<file path="src/rtl/tlc_timed_if.sv">
// Lamp, sensor and status bundle for the highway/country-road controller.
// slave = controller side, master = board or bench side.
interface tlc_timed_if;
  logic       x;
  logic       flash;
  logic [1:0] hwy;
  logic [1:0] cntry;
  logic       tick;
  logic [2:0] state_o;

  modport master (
    output x,
    output flash,
    input  hwy,
    input  cntry,
    input  tick,
    input  state_o
  );

  modport slave (
    input  x,
    input  flash,
    output hwy,
    output cntry,
    output tick,
    output state_o
  );
endinterface

</file>
<file path="src/rtl/tlc_timed.sv">
// Highway/country-road traffic light controller with built-in tick divider,
// configurable green/yellow/all-red timing and a flashing night mode.
module tlc_timed #(
  parameter int DIV       = 50_000_000,
  parameter int TW        = 8,
  parameter int HWY_MIN   = 10,
  parameter int CNTRY_MAX = 8,
  parameter int YEL       = 3,
  parameter int ALLRED    = 1
) (
  input  logic        clk,
  input  logic        clr,
  tlc_timed_if.slave  io
);

  typedef enum logic [2:0] {
    HG    = 3'd0,
    HY    = 3'd1,
    AR1   = 3'd2,
    CG    = 3'd3,
    CY    = 3'd4,
    AR2   = 3'd5,
    FLASH = 3'd6
  } state_e;

  localparam logic [1:0] L_RED  = 2'b00;
  localparam logic [1:0] L_YEL  = 2'b01;
  localparam logic [1:0] L_GRN  = 2'b10;
  localparam logic [1:0] L_DARK = 2'b11;

  localparam int DW = (DIV > 1) ? $clog2(DIV) : 1;
  localparam logic [DW-1:0] DIV_END = DW'(DIV - 1);

  localparam logic [TW:0] HMIN_L = (TW+1)'(HWY_MIN);
  localparam logic [TW:0] CMAX_L = (TW+1)'(CNTRY_MAX);
  localparam logic [TW:0] YEL_L  = (TW+1)'(YEL);
  localparam logic [TW:0] AR_L   = (TW+1)'(ALLRED);

  logic [DW-1:0] div_q, div_d;
  logic [TW-1:0] cnt_q, cnt_d;
  logic [TW:0]   el;
  state_e        state_q, state_d;
  logic          ph_q, ph_d;
  logic          tick;
  logic [1:0]    hwy_l, cntry_l;

  // Reset wins over a tick landing in the same cycle.
  assign tick = !clr && (div_q == DIV_END);
  assign el   = {1'b0, cnt_q} + (TW+1)'(1);

  always_comb begin
    div_d = (div_q == DIV_END) ? '0 : div_q + DW'(1);
  end

  always_comb begin
    state_d = state_q;
    cnt_d   = cnt_q;
    ph_d    = ph_q;
    if (tick) begin
      unique case (state_q)
        HG: begin
          if (io.flash || (io.x && el >= HMIN_L))
            state_d = HY;
        end
        HY: begin
          if (el == YEL_L)
            state_d = AR1;
        end
        AR1: begin
          if (el == AR_L)
            state_d = io.flash ? FLASH : CG;
        end
        CG: begin
          if (io.flash || !io.x || el == CMAX_L)
            state_d = CY;
        end
        CY: begin
          if (el == YEL_L)
            state_d = AR2;
        end
        AR2: begin
          if (el == AR_L)
            state_d = io.flash ? FLASH : HG;
        end
        FLASH: begin
          if (!io.flash)
            state_d = AR2;
        end
        default: state_d = HG;
      endcase
      if (state_d != state_q) begin
        cnt_d = '0;
        ph_d  = (state_d == FLASH);
      end else begin
        // Saturate so a long highway green never wraps back below HWY_MIN.
        cnt_d = (&cnt_q) ? cnt_q : el[TW-1:0];
        if (state_q == FLASH)
          ph_d = !ph_q;
      end
    end
  end

  always_ff @(posedge clk) begin
    if (clr) begin
      state_q <= HG;
      cnt_q   <= '0;
      div_q   <= '0;
      ph_q    <= 1'b0;
    end else begin
      state_q <= state_d;
      cnt_q   <= cnt_d;
      div_q   <= div_d;
      ph_q    <= ph_d;
    end
  end

  always_comb begin
    hwy_l   = L_RED;
    cntry_l = L_RED;
    unique case (state_q)
      HG:  hwy_l   = L_GRN;
      HY:  hwy_l   = L_YEL;
      CG:  cntry_l = L_GRN;
      CY:  cntry_l = L_YEL;
      FLASH: begin
        if (ph_q) begin
          hwy_l = L_YEL;
        end else begin
          hwy_l   = L_DARK;
          cntry_l = L_DARK;
        end
      end
      default: begin
        hwy_l   = L_RED;
        cntry_l = L_RED;
      end
    endcase
  end

  assign io.hwy     = hwy_l;
  assign io.cntry   = cntry_l;
  assign io.tick    = tick;
  assign io.state_o = state_q;

endmodule
</file>
<file path="src/flat_wrapper.sv">
// flat-port wrapper written by rule: the top's interface ports become plain ports
module tlc_timed_flat 
#(
  parameter int DIV       = 50_000_000,
  parameter int TW        = 8,
  parameter int HWY_MIN   = 10,
  parameter int CNTRY_MAX = 8,
  parameter int YEL       = 3,
  parameter int ALLRED    = 1
)
  (clk, clr, io_x, io_flash, io_hwy, io_cntry, io_tick, io_state_o);
  tlc_timed_if io_i ();
  input  logic clk;
  input  logic clr;
  input wire logic [$bits(io_i.x)-1:0] io_x;
  input wire logic [$bits(io_i.flash)-1:0] io_flash;
  output wire logic [$bits(io_i.hwy)-1:0] io_hwy;
  output wire logic [$bits(io_i.cntry)-1:0] io_cntry;
  output wire logic [$bits(io_i.tick)-1:0] io_tick;
  output wire logic [$bits(io_i.state_o)-1:0] io_state_o;
  assign io_i.x = io_x;
  assign io_i.flash = io_flash;
  assign io_hwy = io_i.hwy;
  assign io_cntry = io_i.cntry;
  assign io_tick = io_i.tick;
  assign io_state_o = io_i.state_o;
  tlc_timed #(.DIV(DIV), .TW(TW), .HWY_MIN(HWY_MIN), .CNTRY_MAX(CNTRY_MAX), .YEL(YEL), .ALLRED(ALLRED)) u_core (.clk(clk), .clr(clr), .io(io_i));
endmodule
</file>
<file path="config.mk">
export PLATFORM = sky130hd
export DESIGN_NAME = tlc_timed_flat
export DESIGN_NICKNAME = d
export VERILOG_FILES = /design/src/rtl/tlc_timed_if.sv /design/src/rtl/tlc_timed.sv /design/src/flat_wrapper.sv
export SDC_FILE = /design/constraint.sdc
export NUM_CORES = 1
export LEC_CHECK = 0
export CORE_UTILIZATION = 59
export CTS_CLUSTER_SIZE = 16
export DETAILED_ROUTE_END_ITERATION = 6
export PLACE_DENSITY = 0.79
export SYNTH_ARGS = -nofsm -noshare
export SYNTH_HDL_FRONTEND = slang
export SYNTH_SLANG_ARGS = --single-unit
</file>
<file path="constraint.sdc">
create_clock -name clk -period 3.36 [get_ports clk]
set_clock_uncertainty 0.2 [all_clocks]
set_input_delay 0.504 -clock clk [delete_from_list [all_inputs] [get_ports clk]]
set_output_delay 0.504 -clock clk [all_outputs]
set_load 0.01 [all_outputs]
</file>
# [After elaboration in Yosys (flattened, before gate mapping)]
# Cells that the tools add are included.
[word_totals] inputBits=4 word_cells=53 output_inout_bits=8 ff_bits=38
[classes] reduce_logical=14 n_mux=19 magnitude_cmp=1 add_sub_neg=2 n_eq_ne=13
[op_table] op="two-way mux 3 bit" count=10
[op_table] op="adder 26 x 1 -> 26 bit (second input constant)" count=1
[op_table] op="== test 26 bit (second input constant)" count=1
[op_table] op="one-hot mux 3 bit (7 select lines)" count=1
[op_table] op="two-way mux 8 bit" count=2
[op_table] op="== test 3 bit (second input constant)" count=4
[op_table] op="one-hot mux 2 bit (3 select lines)" count=2
[op_table] op="adder 8 x 1 -> 9 bit (second input constant)" count=1
[op_table] op="== test 9 x 1 -> 1 bit (second input constant)" count=1
[op_table] op="== test 9 x 2 -> 1 bit (second input constant)" count=1
[op_table] op="== test 9 x 4 -> 1 bit (second input constant)" count=1
[op_table] op=">= comparator 9 x 4 -> 1 bit (second input constant)" count=1
[op_table] op="AND reduction 8 bit" count=1
[op_table] op="== test 3 x 2 -> 1 bit (second input constant)" count=2
[op_table] op="two-way mux 2 bit" count=2
[op_table] op="AND reduction 2 bit" count=2
[op_table] op="== test 3 x 1 -> 1 bit (second input constant)" count=1
[op_table] op="logical NOT 1 bit" count=3
[op_table] op="logical NOT 3 bit" count=1
[op_table] op="logical OR 1 bit" count=3
[op_table] op="!= test 3 bit" count=1
[op_table] op="logical AND 1 bit" count=2
[op_table] op="two-way mux 1 bit" count=2
[op_table] op="!= test 2 x 1 -> 1 bit (second input constant)" count=1
[op_table] op="2 further kinds" count=2

# [Logic depth before layout (Yosys ltp)]
[logic_depth] ltp_word=10 depth_mapped=10 mapped_depth_nobuf=9

# [Worst setup path before layout]
# Ideal clock, no wire load.
[synth_timing] path_kind="register to register" startpoint="reg u_core.cnt_q[0]" endpoint="reg u_core.cnt_q[5]" setup_slack_ns=0.891 period_less_slack_ns=2.469 t_arrival_ns=2.190 path_stages_with_launch=11 path_cell_list="dfxtp_1 ha_1 and3_1 buf_6 nor4_4 a31oi_4 a211o_1 a21o_1 a21oi_4 o31ai_1 a211oi_2"
[synth_between] elab_chain_len=10 word_cells_on_any_way=22
[synth_lines] item="start: declaration" line="tlc_timed.sv:40" source="logic [TW-1:0] cnt_q, cnt_d;"
[synth_lines] item="start signal: assignment" line="tlc_timed.sv:111" source="cnt_q <= cnt_d;"
[synth_lines] item="adder 8 x 1 -> 9 bit" line="tlc_timed.sv:49" source="assign el = {1'b0, cnt_q} + (TW+1)'(1);"
[synth_lines] item=">= comparator 9 x 4 -> 1 bit" line="tlc_timed.sv:62" source="if (io.flash || (io.x && el >= HMIN_L))"
[synth_lines] item="logical AND 1 bit" line="tlc_timed.sv:62"
[synth_lines] item="logical OR 1 bit" line="tlc_timed.sv:62"
[synth_lines] item="two-way mux 3 bit" line="tlc_timed.sv:62"
[synth_lines] item="one-hot mux 3 bit (7 select lines)" line="tlc_timed.sv:60" source="unique case (state_q)"
[synth_lines] item="two-way mux 3 bit" line="tlc_timed.sv:59" source="if (tick) begin"
[synth_lines] item="!= test 3 bit" line="tlc_timed.sv:91" source="if (state_d != state_q) begin"
[synth_lines] item="!= test 2 x 1 -> 1 bit (no line)"
[synth_lines] item="AND reduction 2 bit (no line)"
# Several ways; a longest one is shown, not always the timed one. The select of a mux whose other input is x is not followed.
# A chain may end at the register's enable or synchronous reset.

# [Worst setup path after layout]
[layout_timing] startpoint="reg u_core.div_q[0]" endpoint="out io_tick"
[layout_between] elab_chain_len=2
[layout_lines] item="start: declaration" line="tlc_timed.sv:39" source="logic [DW-1:0] div_q, div_d;"
[layout_lines] item="start signal: assignment" line="tlc_timed.sv:112" source="div_q <= div_d;"
[layout_lines] item="== test 26 bit" line="tlc_timed.sv:48" source="assign tick = !clr && (div_q == DIV_END);"
[layout_lines] item="logical AND 1 bit" line="tlc_timed.sv:48"
[layout_lines] item="end: declaration" line="flat_wrapper.sv:19" source="output wire logic [$bits(io_i.tick)-1:0] io_tick;"
# Every way passes these cells.

==> flow_metrics.tcl <==
set metrics [dict create \
    rr_startpoint "u_core.cnt_q[0]" \
    reg2reg_slack_ns 0.53 \
    hp-start "u_core.div_q[0]" \
    maxSlewViolCount 0 \
    port_buffers 11 \
    rows 22 \
    crit_required_ns 2.66 \
    synthToLayoutAreaGrowth_pct 10.5 \
    finalSetupViolations 0 \
    critPathArrivalTime_ns 2.28 \
    clock-sinks 38 \
    vias_per_cell 5.84 \
    ys_types 53 \
    grt_use_met2_pct 40.4 \
    netlist_area_sq_um 2290 \
    fmax_mhz 335 \
    place.gp.congestion 0.882 \
    drive_gt1_share_pct 6.83 \
    wl_um 4490 \
    clk_pin_slew_ns 0.07 \
    p_leak_nw 0.893 \
    fin_crit_ns 2.99 \
    ys_seq_area_share_pct 33.3 \
    grt_max_degree 26 \
    synth_edf_count 0 \
    core-area_sq_um 3690 \
    grt_pass1_wl_um 7620 \
    start_kind "flop" \
    grt_usage_pct 23.4 \
    cts_hold_buf 0 \
    overflow 0 \
    dp.cells 333 \
    path_max_fanout 11 \
    netlist_instances 289 \
    grtUsageMet1_pct 27.6 \
    num_vias 1991 \
    yosysWarnings 0 \
    ctsResizeCount 0 \
    maxCapViolCount 0 \
    post-cts-setup-buffer-count 0 \
    synth_area_leaders "dfxtp_1 (33%), nor2_1 (7.4%), xnor2_1 (4.6%)" \
    nets 302 \
    cts_max_path_buffers 2 \
    postRouteAntennaNets 0 \
    cts_tree "done" \
    cp_slowest_cell "clkdlybuf4s50_1" \
    outcome "complete, no violations" \
    min_path_cells 1 \
    dieHeight_um 64.2 \
    antenna_found_initial 0 \
    async_flop_share_pct 0 \
    drc 0 \
    gr-usage-met3_pct 4.82 \
    cp_cell_sequence "ha_1 > and3_1 > nand2_1 > or2_2 > nor2_1 > clkdlybuf4s50_1" \
    setup_tns_ns 0 \
    cts_buffers 5 \
    timing.rr.end "u_core.cnt_q[2]" \
    insertion_delay_ns 0.29 \
    critPathCaptureType "output pin" \
    synth_flop_cell "dfxtp_1" \
    syn_avg_cell_area_sq_um 7.91 \
    fin_total_pwr_uw 956 \
    synth_top_area_share_pct 33.3 \
    critPathMaxStageDelay_ns 0.54 \
    min_path_type "flop to flop" \
    yosys.area.top_type "dfxtp_1" \
    irDropWorstVdd_mv 0.386 \
    ys_ff_latch 38 \
    stdcell_count 341 \
    final_common_cell "nor2_1" \
    root_buffer "clkbuf_8" \
    slew_headroom_pct 67.0 \
    die_area_sq_um 4130 \
    mostFrequentLayoutCells "nor2_1 (45), dfxtp_1 (38), nand2_1 (22), a21oi_1 (18), nand3_1 (18)" \
    hpwlAfterDp_um 3240 \
    htree_num_levels 2 \
    start_util_pct 62.0 \
    post_drt_wl_per_cell_um 13.2 \
    syn-num-nets 299 \
    finalHoldViolations 0 \
    dr.pass1.iters 4 \
    drt_iter0_drc 187 \
    rsz0062_at_grt "no" \
    cellPowerDensity_nw_per_um2 379 \
    worstHoldEndpoint "u_core.div_q[0]" \
    finalCritPeriodShare_pct 88.9 \
    rr_worst_depth 9 \
    tightest_slew_ns 0.494 \
    diodes 0 \
    ios 12 \
    die_x_um 64.2 \
    grt-busiest-layer "met2" \
    grt_pass1_vias 1808 \
    crit_type "flop to output pin" \
]
## registers in the layout, summed over array words and instances, names as in the netlist
register and count:
u_core.ph_q 1, u_core.div_q 26, u_core.io.state_o 3, u_core.cnt_q 8
## cells by family after synthesis
group / synth area share (%)
multiplexers: 0.876
adder cells (fa/ha/maj): 3.28
flip-flops: 33.3
AND/OR/NAND/NOR: 29.3
AO/OA/AOI/OAI: 18.7
buffers and inverters: 5.36
XOR/XNOR: 9.20
## critical path, delay by kind of cell (launching register included)
| kind | cells | cell delay, ns |
|---|---|---|
| adders and majority gates | 1 | 0.21 |
| buffers and inverters | 1 | 0.54 |
| DFF | 1 | 0.36 |
| and+or+nand+nor | 4 | 0.88 |
## cell usage after synthesis (2+ instances only)
library cell,instances
inv_1,7
buf_6,3
nor2b_1,3
buf_2,2
o21ai_1,4
clkbuf_1,12
a31oi_1,2
nand3_1,18
nand4_1,8
o31ai_1,3
o211ai_1,2
xor2_1,12
xnor2_1,12
and4_1,2
o211a_1,2
o21ai_0,7
ha_1,6
or3_1,3
nor2_1,45
a41oi_1,2
a21o_1,2
mux2i_1,2
nor4b_1,2
dfxtp_1,38
a211oi_1,2
nand2_1,22
and3_1,14
nand2b_1,2
or2_2,2
nor3_1,8
a21oi_1,18
## routing by layer
metal	wire, um	up-vias
li1	-	1033
met1	2050	926
met2	2240	28
met3	143	4
met4	60	0
met5	0	-
## final cells by class
type	count	area, sq um
Sequential cell	38	761
Clock inverter	2	60.1
Clock buffer	6	82.6
Fill cell	311	1160
Timing Repair Buffer	14	133
Multi-Input combinational cell	226	1400
Inverter	7	26.3
Tap cell	48	60.1
## worst max path at each step
| stage | startpoint | slack (ns) | end |
|---|---|---|---|
| finish | u_core.div_q[0] | 0.37 | io_tick |
| global route | u_core.div_q[2] | 0.21 | io_tick |
| CTS | u_core.div_q[0] | 0.33 | io_tick |
| detailed placement | u_core.cnt_q[0] | 0.57 | u_core.cnt_q[2] |
| global placement | u_core.cnt_q[1] | 0.66 | u_core.cnt_q[5] |
| floorplan | u_core.cnt_q[0] | 0.89 | u_core.cnt_q[5] |
## report_power, final
group	internal [mW]	switching (mW)	leakage, nW
sequential	0.453	0.00257	0.307
clock	0.317	0.153	0.0714
combinational	0.0120	0.0186	0.515
## through the flow
stage	cell area (sq um)	utilization [%]	setup slack [ns]	hold slack [ns]
floorplan	2290	-	0.891	0.226
global placement	2380	64.6	0.659	0.240
detailed placement	2380	64.6	0.573	0.247
CTS	2520	68.5	0.330	0.264
global route	2520	68.5	0.208	0.294
finish	2520	68.5	0.374	0.255
Power figures use the tool's default switching activity.
